==> config.mk <==
export PLATFORM = sky130hd
export DESIGN_NAME = hpq_level_ctrl
export DESIGN_NICKNAME = d
export VERILOG_FILES = /design/src/rtl/hpq_ctrl_pkg.sv /design/src/rtl/ctrl_delayline.sv /design/src/rtl/hpq_level_ctrl.sv
export SDC_FILE = /design/constraint.sdc
export NUM_CORES = 1
export LEC_CHECK = 0
export ABC_AREA = 1
export CAP_MARGIN = 20
export CELL_PAD_IN_SITES_DETAIL_PLACEMENT = 0
export CELL_PAD_IN_SITES_GLOBAL_PLACEMENT = 1
export CORE_ASPECT_RATIO = 1.4
export CORE_MARGIN = 4
export CORE_UTILIZATION = 27
export CTS_CLUSTER_DIAMETER = 200
export DETAILED_ROUTE_END_ITERATION = 7
export GPL_TIMING_DRIVEN = 0
export PLACE_DENSITY = 0.58
export SLEW_MARGIN = 15
export SYNTH_ARGS = -nofsm -noshare
export SYNTH_HDL_FRONTEND = slang
export SYNTH_SLANG_ARGS = --single-unit
==> constraint.sdc <==
create_clock -name clk -period 3.49 [get_ports clk]
set_input_delay 0.5235 -clock clk [delete_from_list [all_inputs] [get_ports clk]]
set_output_delay 0.5235 -clock clk [all_outputs]
set_load 0.01 [all_outputs]
==> src/rtl/hpq_ctrl_pkg.sv <==
// Shared types and width/latency helpers for the multi-level PQ search controller.
package hpq_ctrl_pkg;

  typedef enum logic [2:0] {
    S_IDLE,
    S_CENT,
    S_DRAIN,
    S_SCAN,
    S_CMPW,
    S_DONE
  } state_t;

  function automatic int clog2(input int v);
    int r;
    int x;
    r = 0;
    x = 1;
    while (x < v) begin
      x = x * 2;
      r = r + 1;
    end
    return r;
  endfunction

  function automatic int max1(input int v);
    return (v < 1) ? 1 : v;
  endfunction

  // Enabled cycles spent on one hierarchy level.
  function automatic int l1(input int nc, input int sqdl, input int vd, input int cmpl);
    return nc + sqdl + vd + cmpl;
  endfunction

endpackage

==> src/rtl/ctrl_delayline.sv <==
// Enable-gated shift register that aligns centroid reads with distance writes.
module ctrl_delayline #(
  parameter int W = 2,
  parameter int L = 5
) (
  input  logic         clk,
  input  logic         rst,
  input  logic         ena,
  input  logic         clr,
  input  logic [W-1:0] din,
  output logic [W-1:0] dout
);

  logic [W-1:0] pipe [L];

  always_ff @(posedge clk or posedge rst) begin
    if (rst) begin
      for (int i = 0; i < L; i++) pipe[i] <= '0;
    end else if (ena) begin
      if (clr) begin
        for (int i = 0; i < L; i++) pipe[i] <= '0;
      end else begin
        pipe[0] <= din;
        for (int i = 1; i < L; i++) pipe[i] <= pipe[i-1];
      end
    end
  end

  assign dout = pipe[L-1];

endmodule

==> src/rtl/hpq_level_ctrl.sv <==
// Sequences LEVELS search levels: centroid reads, distance writes, Yt scan, comparator drain.
module hpq_level_ctrl
  import hpq_ctrl_pkg::*;
#(
  parameter int KT     = 32,
  parameter int PT     = 16,
  parameter int SQDL   = 5,
  parameter int VD     = 4,
  parameter int CMPL   = 11,
  parameter int LEVELS = 2,
  localparam int NC    = KT / PT,
  localparam int AW    = max1(clog2(NC)),
  localparam int OW    = max1(clog2(VD)),
  localparam int LW    = max1(clog2(LEVELS))
) (
  input  logic          clk,
  input  logic          rst,
  input  logic          ena,
  input  logic          start,
  input  logic          abort,
  output logic          busy,
  output logic          done,
  output logic [LW-1:0] level,
  output logic          cent_rd,
  output logic [AW-1:0] cent_addr,
  output logic          dist_wena,
  output logic [AW-1:0] dist_addr,
  output logic          scan_vld,
  output logic [OW-1:0] scan_offset,
  output logic          cmp_clr
);

  localparam int WMAX = (SQDL > CMPL) ? SQDL : CMPL;
  localparam int WW   = max1(clog2(WMAX));

  localparam logic [AW-1:0] CENT_LAST  = AW'(NC - 1);
  localparam logic [OW-1:0] SCAN_LAST  = OW'(VD - 1);
  localparam logic [WW-1:0] DRAIN_LAST = WW'(SQDL - 1);
  localparam logic [WW-1:0] CMPW_LAST  = WW'(CMPL - 1);
  localparam logic [LW-1:0] LEVEL_LAST = LW'(LEVELS - 1);

  state_t        state_q;
  state_t        state_d;
  logic [AW-1:0] cent_cnt;
  logic [OW-1:0] scan_cnt;
  logic [WW-1:0] wait_cnt;
  logic [LW-1:0] level_q;

  logic cent_last;
  logic scan_last;
  logic drain_last;
  logic cmpw_last;

  logic cent_rd_raw;
  logic scan_raw;
  logic done_raw;
  logic clr_raw;
  logic dist_v;

  assign cent_last  = (cent_cnt == CENT_LAST);
  assign scan_last  = (scan_cnt == SCAN_LAST);
  assign drain_last = (wait_cnt == DRAIN_LAST);
  assign cmpw_last  = (wait_cnt == CMPW_LAST);

  always_ff @(posedge clk or posedge rst) begin
    if (rst) state_q <= S_IDLE;
    else if (ena) state_q <= state_d;
  end

  // abort overrides every transition, including a start seen in IDLE.
  always_comb begin
    state_d = state_q;
    case (state_q)
      S_IDLE:  if (start) state_d = S_CENT;
      S_CENT:  if (cent_last) state_d = S_DRAIN;
      S_DRAIN: if (drain_last) state_d = S_SCAN;
      S_SCAN:  if (scan_last) state_d = S_CMPW;
      S_CMPW:  if (cmpw_last) state_d = (level_q == LEVEL_LAST) ? S_DONE : S_CENT;
      S_DONE:  state_d = S_IDLE;
      default: state_d = S_IDLE;
    endcase
    if (abort) state_d = S_IDLE;
  end

  always_comb begin
    cent_rd_raw = 1'b0;
    scan_raw    = 1'b0;
    done_raw    = 1'b0;
    clr_raw     = 1'b0;
    case (state_q)
      S_CENT: begin
        cent_rd_raw = 1'b1;
        clr_raw     = (cent_cnt == '0);
      end
      S_SCAN:  scan_raw = 1'b1;
      S_DONE:  done_raw = 1'b1;
      default: ;
    endcase
  end

  always_ff @(posedge clk or posedge rst) begin
    if (rst) begin
      cent_cnt <= '0;
      scan_cnt <= '0;
      wait_cnt <= '0;
      level_q  <= '0;
    end else if (ena) begin
      if (abort) begin
        cent_cnt <= '0;
        scan_cnt <= '0;
        wait_cnt <= '0;
        level_q  <= '0;
      end else begin
        cent_cnt <= (state_q == S_CENT && !cent_last) ? cent_cnt + 1'b1 : '0;
        scan_cnt <= (state_q == S_SCAN && !scan_last) ? scan_cnt + 1'b1 : '0;
        if (state_q == S_DRAIN) wait_cnt <= drain_last ? '0 : wait_cnt + 1'b1;
        else if (state_q == S_CMPW) wait_cnt <= cmpw_last ? '0 : wait_cnt + 1'b1;
        else wait_cnt <= '0;
        if (state_q == S_CMPW && cmpw_last && level_q != LEVEL_LAST) level_q <= level_q + 1'b1;
        else if (state_q == S_DONE) level_q <= '0;
      end
    end
  end

  // Writes ride the delay line rather than a counter so stalls cannot misalign them.
  ctrl_delayline #(
    .W(1 + AW),
    .L(SQDL)
  ) u_dly (
    .clk (clk),
    .rst (rst),
    .ena (ena),
    .clr (abort),
    .din ({cent_rd_raw, cent_cnt}),
    .dout({dist_v, dist_addr})
  );

  assign busy        = (state_q != S_IDLE);
  assign done        = done_raw & ena;
  assign level       = level_q;
  assign cent_rd     = cent_rd_raw & ena;
  assign cent_addr   = cent_cnt;
  assign dist_wena   = dist_v & ena;
  assign scan_vld    = scan_raw & ena;
  assign scan_offset = scan_cnt;
  assign cmp_clr     = clr_raw & ena;

endmodule

After elaboration in Yosys (flattened, before gate mapping) --
Cells that the tools add are included. W data, S select, Z words.
Cells by class: $add $sub $neg 4, equality and inequality tests 13, multiplexer cells 25, bitwise logic cells 7, reduce and logical (&&, ||, !) cells 11
Operators with widths (count):
- $mux W3 | 7
- $mux W4 | 5
- $ne A3 B3 Y1 const B | 5
- $pmux W3 S5 | 1
- $mux W10 | 1
- $mux W1 | 9
- $eq A3 B2 Y1 const B | 2
- $eq A3 B3 Y1 const B | 2
- $reduce_and A6 Y1 | 1
- $reduce_bool A3 Y1 | 2
- $and A1 B1 Y1 | 5
- $add A4 B1 Y4 const B | 1
- $eq A4 B3 Y1 const B | 1
- $eq A4 B4 Y1 const B | 1
- $logic_and A1 B1 Y1 | 4
- $mux W2 | 2
- $eq A3 B1 Y1 const B | 1
- $logic_not A3 Y1 | 1
- $add A1 B1 Y1 const B | 2
- $add A2 B1 Y2 const B | 1
- $eq A2 B2 Y1 const B | 1
- $logic_not A1 Y1 | 2
- $not A1 Y1 | 2
- $reduce_and A2 Y1 | 1
Storage, ports and cells: register bits 21, input port bits 5, output and inout port bits 11, logic and storage cells 70

Logic depth before layout (Yosys ltp) --
Gate-level depths: netlist (run 1).
depth after elaboration 5, mapped depth 9, mapped depth without buffers 9

Cells and area by module --
Synthesis (run 1) repeated with hierarchy kept, for this count alone.
Second synthesis, totals: cells, all modules 147, area, all modules 1166.1 sq um
By module, submodules not included:
- hpq_level_ctrl | times used 1, cells an instance 101, area each 748.2 sq um, sequential area each 275.3 sq um
- ctrl_delayline | times used 1, cells an instance 46, area each 417.9 sq um, sequential area each 250.2 sq um

Worst setup path after synthesis (run 1) --
Ideal clock, no wire load.
path type input to output, from input port ena, to output port dist_wena, data arrival time 1.013 ns, required time 2.967 ns, setup slack 1.954 ns, stages on the path 4, path buffers 2, cell sequence buf_2 buf_2 nand2_1 inv_1
Between the ends: longest elaborated chain between the ends 1
RTL lines:
- start: declaration | RTL line hpq_level_ctrl.sv:18 | input logic ena,
- $and A1 B1 Y1 | RTL line hpq_level_ctrl.sv:143 | assign dist_wena = dist_v & ena;
- end: declaration | RTL line hpq_level_ctrl.sv:26 | output logic dist_wena,
No other way between the ends.

Final worst setup path (run 1) --
Same ends and word-level chain as after synthesis.

==> out/results.ini, run 1 <==
[clock_network]
ctsRootBufferMaster = clkbuf_8
cts_tree = built
ctsResizeCount = 0
insertion_delay_ps = 260
cts_buffers = 3
post-cts-setup-buffer-count = 0
cts-hold-fix-buffers = 0
clock-sinks = 21
cts_buffer_depth = 2
htreeDepth = 1
clk_pin_slew_worst_paths_ps = 80

[logic_synthesis]
synth-seq-cells = 21
syn_avg_cell_area_um2 = 8.14
netlist_instances = 134
ys_warn_count = 0
synth.area.top_cells = dfrtp_1 (48%), nand2_1 (8.6%), inv_1 (7.9%), nand3_1 (5.5%), ha_1 (4.6%)
syn_area_um2 = 1090
ys_types = 24
synth_top_area_share_pct = 48.2
yosysTopAreaCell = dfrtp_1
synth_nets = 143
seq_area_frac_synth_pct = 48.2

[global_route]
grt_pass1_vias = 897
grt_antenna_before_repair = 0
grt_overflow = 0
grt_pass1_wl_mm = 4.17
grt_max_degree = 22
grtUsageTotal_pct = 10.7

[timing]
whs_ps = 487
final-hold-violation-count = 0
worst_pin_slew_ps = 835
finalSetupViolCount = 0
rsz0062_at_grt = no
drv_slew = 0
post-route-min-period_ps = 2670
post-route-period-util_pct = 76.5
slew_headroom_pct = 44.3
fin_skew_ps = 2.54
setup_tns_ps = 0
timing.fmax_mhz = 374

[pwr]
p_leak_nw = 0.627
swShare_pct = 34.6
peakVddDrop_mv = 0.289
p_sw_uw = 236
powerDensity_nw_per_um2 = 508
power_frac_clock_pct = 23.7
power_uw = 681
power.internal_uw = 445
seqPwrFrac_pct = 44.5
pwr-share-comb_pct = 31.8

[critical_path]
cp-start-kind = input port
required_ps = 2970
cp_max_fo = 10
end_kind = output port
r2r_cells = 9
critPathKind = input port to output port
cp.arrival_ps = 2150

[detailed_routing]
viasPerCell = 4.74
totalWireLength_mm = 2.47
vias = 930
routedWlPerCell_um = 12.6
drc_errors = 0
dr.pass1.iters = 4
first_iter_violations = 29
drtAntennaViolNets = 0

[final_layout]
fin_cells = 196
drive_above_1_share_pct = 9.15
areaGrowthSynthToFinish_pct = 22.9
antenna_cells = 0
final_nets = 163

[place]
dp_hpwl_mm = 1.86
placed_cells = 192
numPortBuffers = 15
gp_congestion = 0.826

[die]
fp.dieH_um = 83.2
boundaryPins = 16
core_area_um2 = 3920
dieArea_um2 = 5140
rows = 27
die_w_um = 61.7
initial_core_util_pct = 27.8

[status]
status = finished, final reports clean

[min_path]
hold_depth = 2
hp-class = flop to flop

[flow_run]
drv_cap = 0

critical path, cell delays in order:
cell	delay (ps)
clkdlybuf4s50_1	480
buf_2	240
buf_2	260
nand2_1	70
inv_1	50
clkdlybuf4s50_1	520
metal layers:
layer	track usage [%]	part of all wire, %	vias to the layer above
met1	15.1	47	443
met4	4.63	1.2	0
met5	0	0	-
li1	-	-	469
met3	1.56	2.8	4
met2	15.7	49	14
power groups by stage:
stage	registers (mW)	logic, mW	clock network (mW)
2_1_floorplan	0.305	0.134	0
5_1_grt	0.308	0.246	0.179
6_report	0.303	0.217	0.161
3_3_place_gp	0.307	0.217	0
4_1_cts	0.303	0.221	0.169
3_5_place_dp	0.308	0.220	0
registers in the layout, indices dropped and copies added, names as in the netlist:
signal and count:
state_q 3, cent_addr 1, wait_cnt 4, u_dly.dout 2
scan_offset 2, level 1, u_dly.pipe 8
cell usage after synthesis:
cell and instances:
nand2_1 25, inv_1 23, dfrtp_1 21, nand3_1 12, nor2_1 11, o22ai_1 8, o21ai_0 6, ha_1 4
a21oi_1 3, nor3_1 3, buf_2 2, inv_2 2, nand2_2 2, o21a_1 2, a22o_1 1, nand3_2 1
nand3b_1 1, nor3_2 1, o211ai_1 1, o21ai_1 1, o21ai_2 1, or2_0 1, or2_2 1, xor2_1 1
final timing paths:
path / start / to / slack [ps]
setup / recovery: ena / dist_wena / 820
hold / removal: u_dly.dout[0] / u_dly.dout[0] / 490
setup reg to reg: wait_cnt[0] / state_q[2] / 2100
hold reg to reg: u_dly.dout[0] / u_dly.dout[0] / 490
max in group asynchronous: rst / level / 2250
min in group asynchronous: rst / u_dly.pipe[3] / 730
metrics by stage:
stage	util, %	setup WS [ps]	instance area, um2
finish	34.2	819	1340
global route	34.2	760	1340
CTS	34.2	807	1340
detailed placement	33.0	812	1290
global placement	33.0	808	1290
floorplan	-	1950	1090
area by class of cell:
cell class | count | area [um2]
plain buffers | 2 | 10.0
clock buffers | 3 | 41.3
clock inverters | 1 | 5.00
fillers | 407 | 2580
inverters | 25 | 93.8
multi-input cells | 86 | 462
flip-flops and latches | 21 | 526
well taps | 43 | 53.8
repair buffers | 15 | 150
kinds of logic after synthesis:
| group | synth area share, % |
|---|---|
| compound gates | 12.8 |
| buf+inv | 9.52 |
| flops | 48.2 |
| xor+xnor | 0.803 |
| fa+ha+maj | 4.59 |
| simple gates | 24.1 |
layout by cell type, fill, tap and decap left out, drive strengths merged:
cell	netlist	layout
o211ai	1	1
a21oi	3	3
a22o	1	1
clkdlybuf4s50	0	15
or2	2	2
o22ai	8	8
inv	25	25
nand3	13	13
nor2	11	11
nor3	4	4
nand3b	1	1
clkbuf	0	3
o21ai	8	8
dfrtp	21	21
nand2	27	27
o21a	2	2
xor2	1	1
ha	4	4
clkinv	0	1
buf	2	2
No activity file was read; power rests on OpenSTA's default activity.
==> run 2, diff against run 1 <==
--- a/config.mk
+++ b/config.mk
@@ -15,7 +15,7 @@
 export CTS_CLUSTER_DIAMETER = 200
 export DETAILED_ROUTE_END_ITERATION = 7
 export GPL_TIMING_DRIVEN = 0
-export PLACE_DENSITY = 0.58
+export PLACE_DENSITY = 0.6
 export SLEW_MARGIN = 15
 export SYNTH_ARGS = -nofsm -noshare
 export SYNTH_HDL_FRONTEND = slang
==> constraint.sdc (replaced) <==
create_clock -name clk -period 2.3 [get_ports clk]
set_input_delay 0.345 -clock clk [delete_from_list [all_inputs] [get_ports clk]]
set_output_delay 0.345 -clock clk [all_outputs]
set_load 0.01 [all_outputs]
==> run 2 against run 1 <==
Clock power up 53%. Largest power group unchanged. Count of clock-buffer cells in the layout unchanged. Critical path depth down 2. Sequential power up 51%. Via count down 3.0%. Wire length down 0.77%. Total power up 51%. Die area unchanged. Clock skew down 1.3 ps. First-iteration DRC count down 34%. Combinational power up 50%.
==> out/results.ini, run 2 (synthesized netlist as in run 1, its figures left out) <==
[timing]
rsz0062_at_grt = no
fin_skew_ps = 1.26
setup_tns_ps = 0
post-route-min-period_ps = 2140
worst_pin_slew_ps = 811
slew_headroom_pct = 45.9
final-hold-violation-count = 0
timing.final.ws_setup_ps = 162
post-route-period-util_pct = 93.0
timing.fmax_mhz = 468
drv_slew = 0
finalSetupViolCount = 0

[die]
initial_core_util_pct = 27.8
die_w_um = 61.7
dieArea_um2 = 5140
boundaryPins = 16
core_area_um2 = 3920
fp.dieH_um = 83.2
rows = 27

[detailed_routing]
drtAntennaViolNets = 0
totalWireLength_mm = 2.45
drc_errors = 0
vias = 902
first_iter_violations = 19
routedWlPerCell_um = 12.5
dr.pass1.iters = 4
viasPerCell = 4.63

[min_path]
holdPathEnd = u_dly.dout[0]
hp-class = flop to flop
min_from = u_dly.dout[0]
hold_depth = 2

[final_layout]
final_nets = 162
n_fill_cell = 420
reg_top3 = u_dly.pipe x8, wait_cnt x4, state_q x3
largest_reg_flops = 8
final_common_cell = nand2_1
postLayoutCoreUtil_pct = 34.2
top_register = u_dly.pipe
antenna_cells = 0
areaGrowthSynthToFinish_pct = 22.7
drive_above_1_share_pct = 8.55
final_cell_mix = nand2_1 (25), inv_1 (23), dfrtp_1 (21), clkdlybuf4s50_1 (15), nand3_1 (12)

[global_route]
gr-usage-met2_pct = 18.2
grt_max_degree = 22
grt_overflow = 0
grt_antenna_before_repair = 0
grt_pass1_wl_mm = 4.33
met1_usage_pct = 13.2
grt_pass1_vias = 973
use_met3_pct = 2.02
grtUsageTotal_pct = 11.0
grt_most_used_layer = met2

[clock_network]
cts_buffers = 3
htreeDepth = 1
insertion_delay_ps = 260
ctsRootBufferMaster = clkbuf_8
clk_pin_slew_worst_paths_ps = 80
cts_buffer_depth = 2
cts_tree = built
clock-sinks = 21

[place]
gp_congestion = 0.813
dp_slack_ps = -33.5
numPortBuffers = 15
dp_hpwl_mm = 1.86

[pwr]
swShare_pct = 34.5
pwr-share-comb_pct = 31.6
seqPwrFrac_pct = 44.6
power_frac_clock_pct = 23.9
powerDensity_nw_per_um2 = 770
peakVddDrop_mv = 0.363
p_sw_uw = 355
p_leak_nw = 0.624
power.internal_uw = 675

[critical_path]
r2r_cells = 7
end_kind = output port
cp-start-kind = input port
required_ps = 1960
cp_max_fo = 10
r2r_slack_ps = 920
r2r-end = state_q[1]
timing.rr.start = scan_offset[0]
critPathKind = input port to output port
cp.arrival_ps = 1790

[status]
status = finished, final reports clean

[flow_run]
drv_cap = 0

## run 2: cell types whose count changed in the layout (fill, tap and decap cells not counted)
| cell | change |
|---|---|
| buf_2 | -2 |
| clkbuf_4 | +1 |
## run 2: worst max-delay path: stages
cell and delay (ps):
clkdlybuf4s50_1 490, inv_2 110, nor3_1 260, clkdlybuf4s50_1 580
## run 2: how the worst max path moves through the flow
stage	from	endpoint	slack [ps]	cells past startpoint
2_1_floorplan	scan_offset[0]	state_q[0]	970	6
3_3_place_gp	ena	dist_wena	-30	6
3_5_place_dp	ena	dist_wena	-30	6
4_1_cts	ena	dist_wena	90	5
5_1_grt	state_q[2]	cmp_clr	30	4
6_report	ena	done	160	4
## run 2: metrics by stage
| stage | hold slack [ps] | total power, mW | cell area [um2] | cells |
|---|---|---|---|---|
| after global routing | 512 | 1.12 | 1340 | 195 |
| after detailed placement | 473 | 0.796 | 1290 | 192 |
| after global placement | 467 | 0.797 | 1290 | 192 |
| after CTS | 494 | 1.05 | 1340 | 195 |
| final | 489 | 1.03 | 1340 | 195 |
| after floorplan | 322 | 0.667 | 1090 | 134 |
## run 2: layout make-up
cell class	instances	area [um2]	share of cell area, %
Inverter	25	93.8	7.01
Sequential cell	21	526	39.3
Buffer	1	7.51	0.561
Clock buffer	3	41.3	3.08
Tap cell	43	53.8	4.02
Multi-Input combinational cell	86	462	34.5
Timing Repair Buffer	15	150	11.2
Clock inverter	1	5.00	0.374
## run 2: layer usage
metal	share of wire, %	vias to the layer above
met3	2.8	6
met5	0	-
met4	1.8	0
li1	-	471
met1	43	411
met2	53	14
## run 2: repair_timing
item                       4_1_cts  5_1_grt
setup buffers                    0        0
setup endpoints to repair        1        1
hold buffers                     0        0
pin swaps                        0        0
resized for setup                0        1
## run 2: power groups by stage
| stage | logic (mW) | clock network [mW] | registers (mW) |
|---|---|---|---|
| 6_report | 0.325 | 0.246 | 0.459 |
| 5_1_grt | 0.370 | 0.278 | 0.469 |
| 4_1_cts | 0.331 | 0.259 | 0.459 |
| 3_5_place_dp | 0.330 | 0 | 0.467 |
| 3_3_place_gp | 0.330 | 0 | 0.466 |
| 2_1_floorplan | 0.204 | 0 | 0.463 |
==> run 3, diff against run 2 <==
--- a/config.mk
+++ b/config.mk
@@ -16,7 +16,7 @@
 export DETAILED_ROUTE_END_ITERATION = 7
 export GPL_TIMING_DRIVEN = 0
 export PLACE_DENSITY = 0.6
-export SLEW_MARGIN = 15
+export SLEW_MARGIN = 20
 export SYNTH_ARGS = -nofsm -noshare
 export SYNTH_HDL_FRONTEND = slang
 export SYNTH_SLANG_ARGS = --single-unit
==> results of run 3 <==
The final DEF is identical to that of run 2; final timing and power are the same.
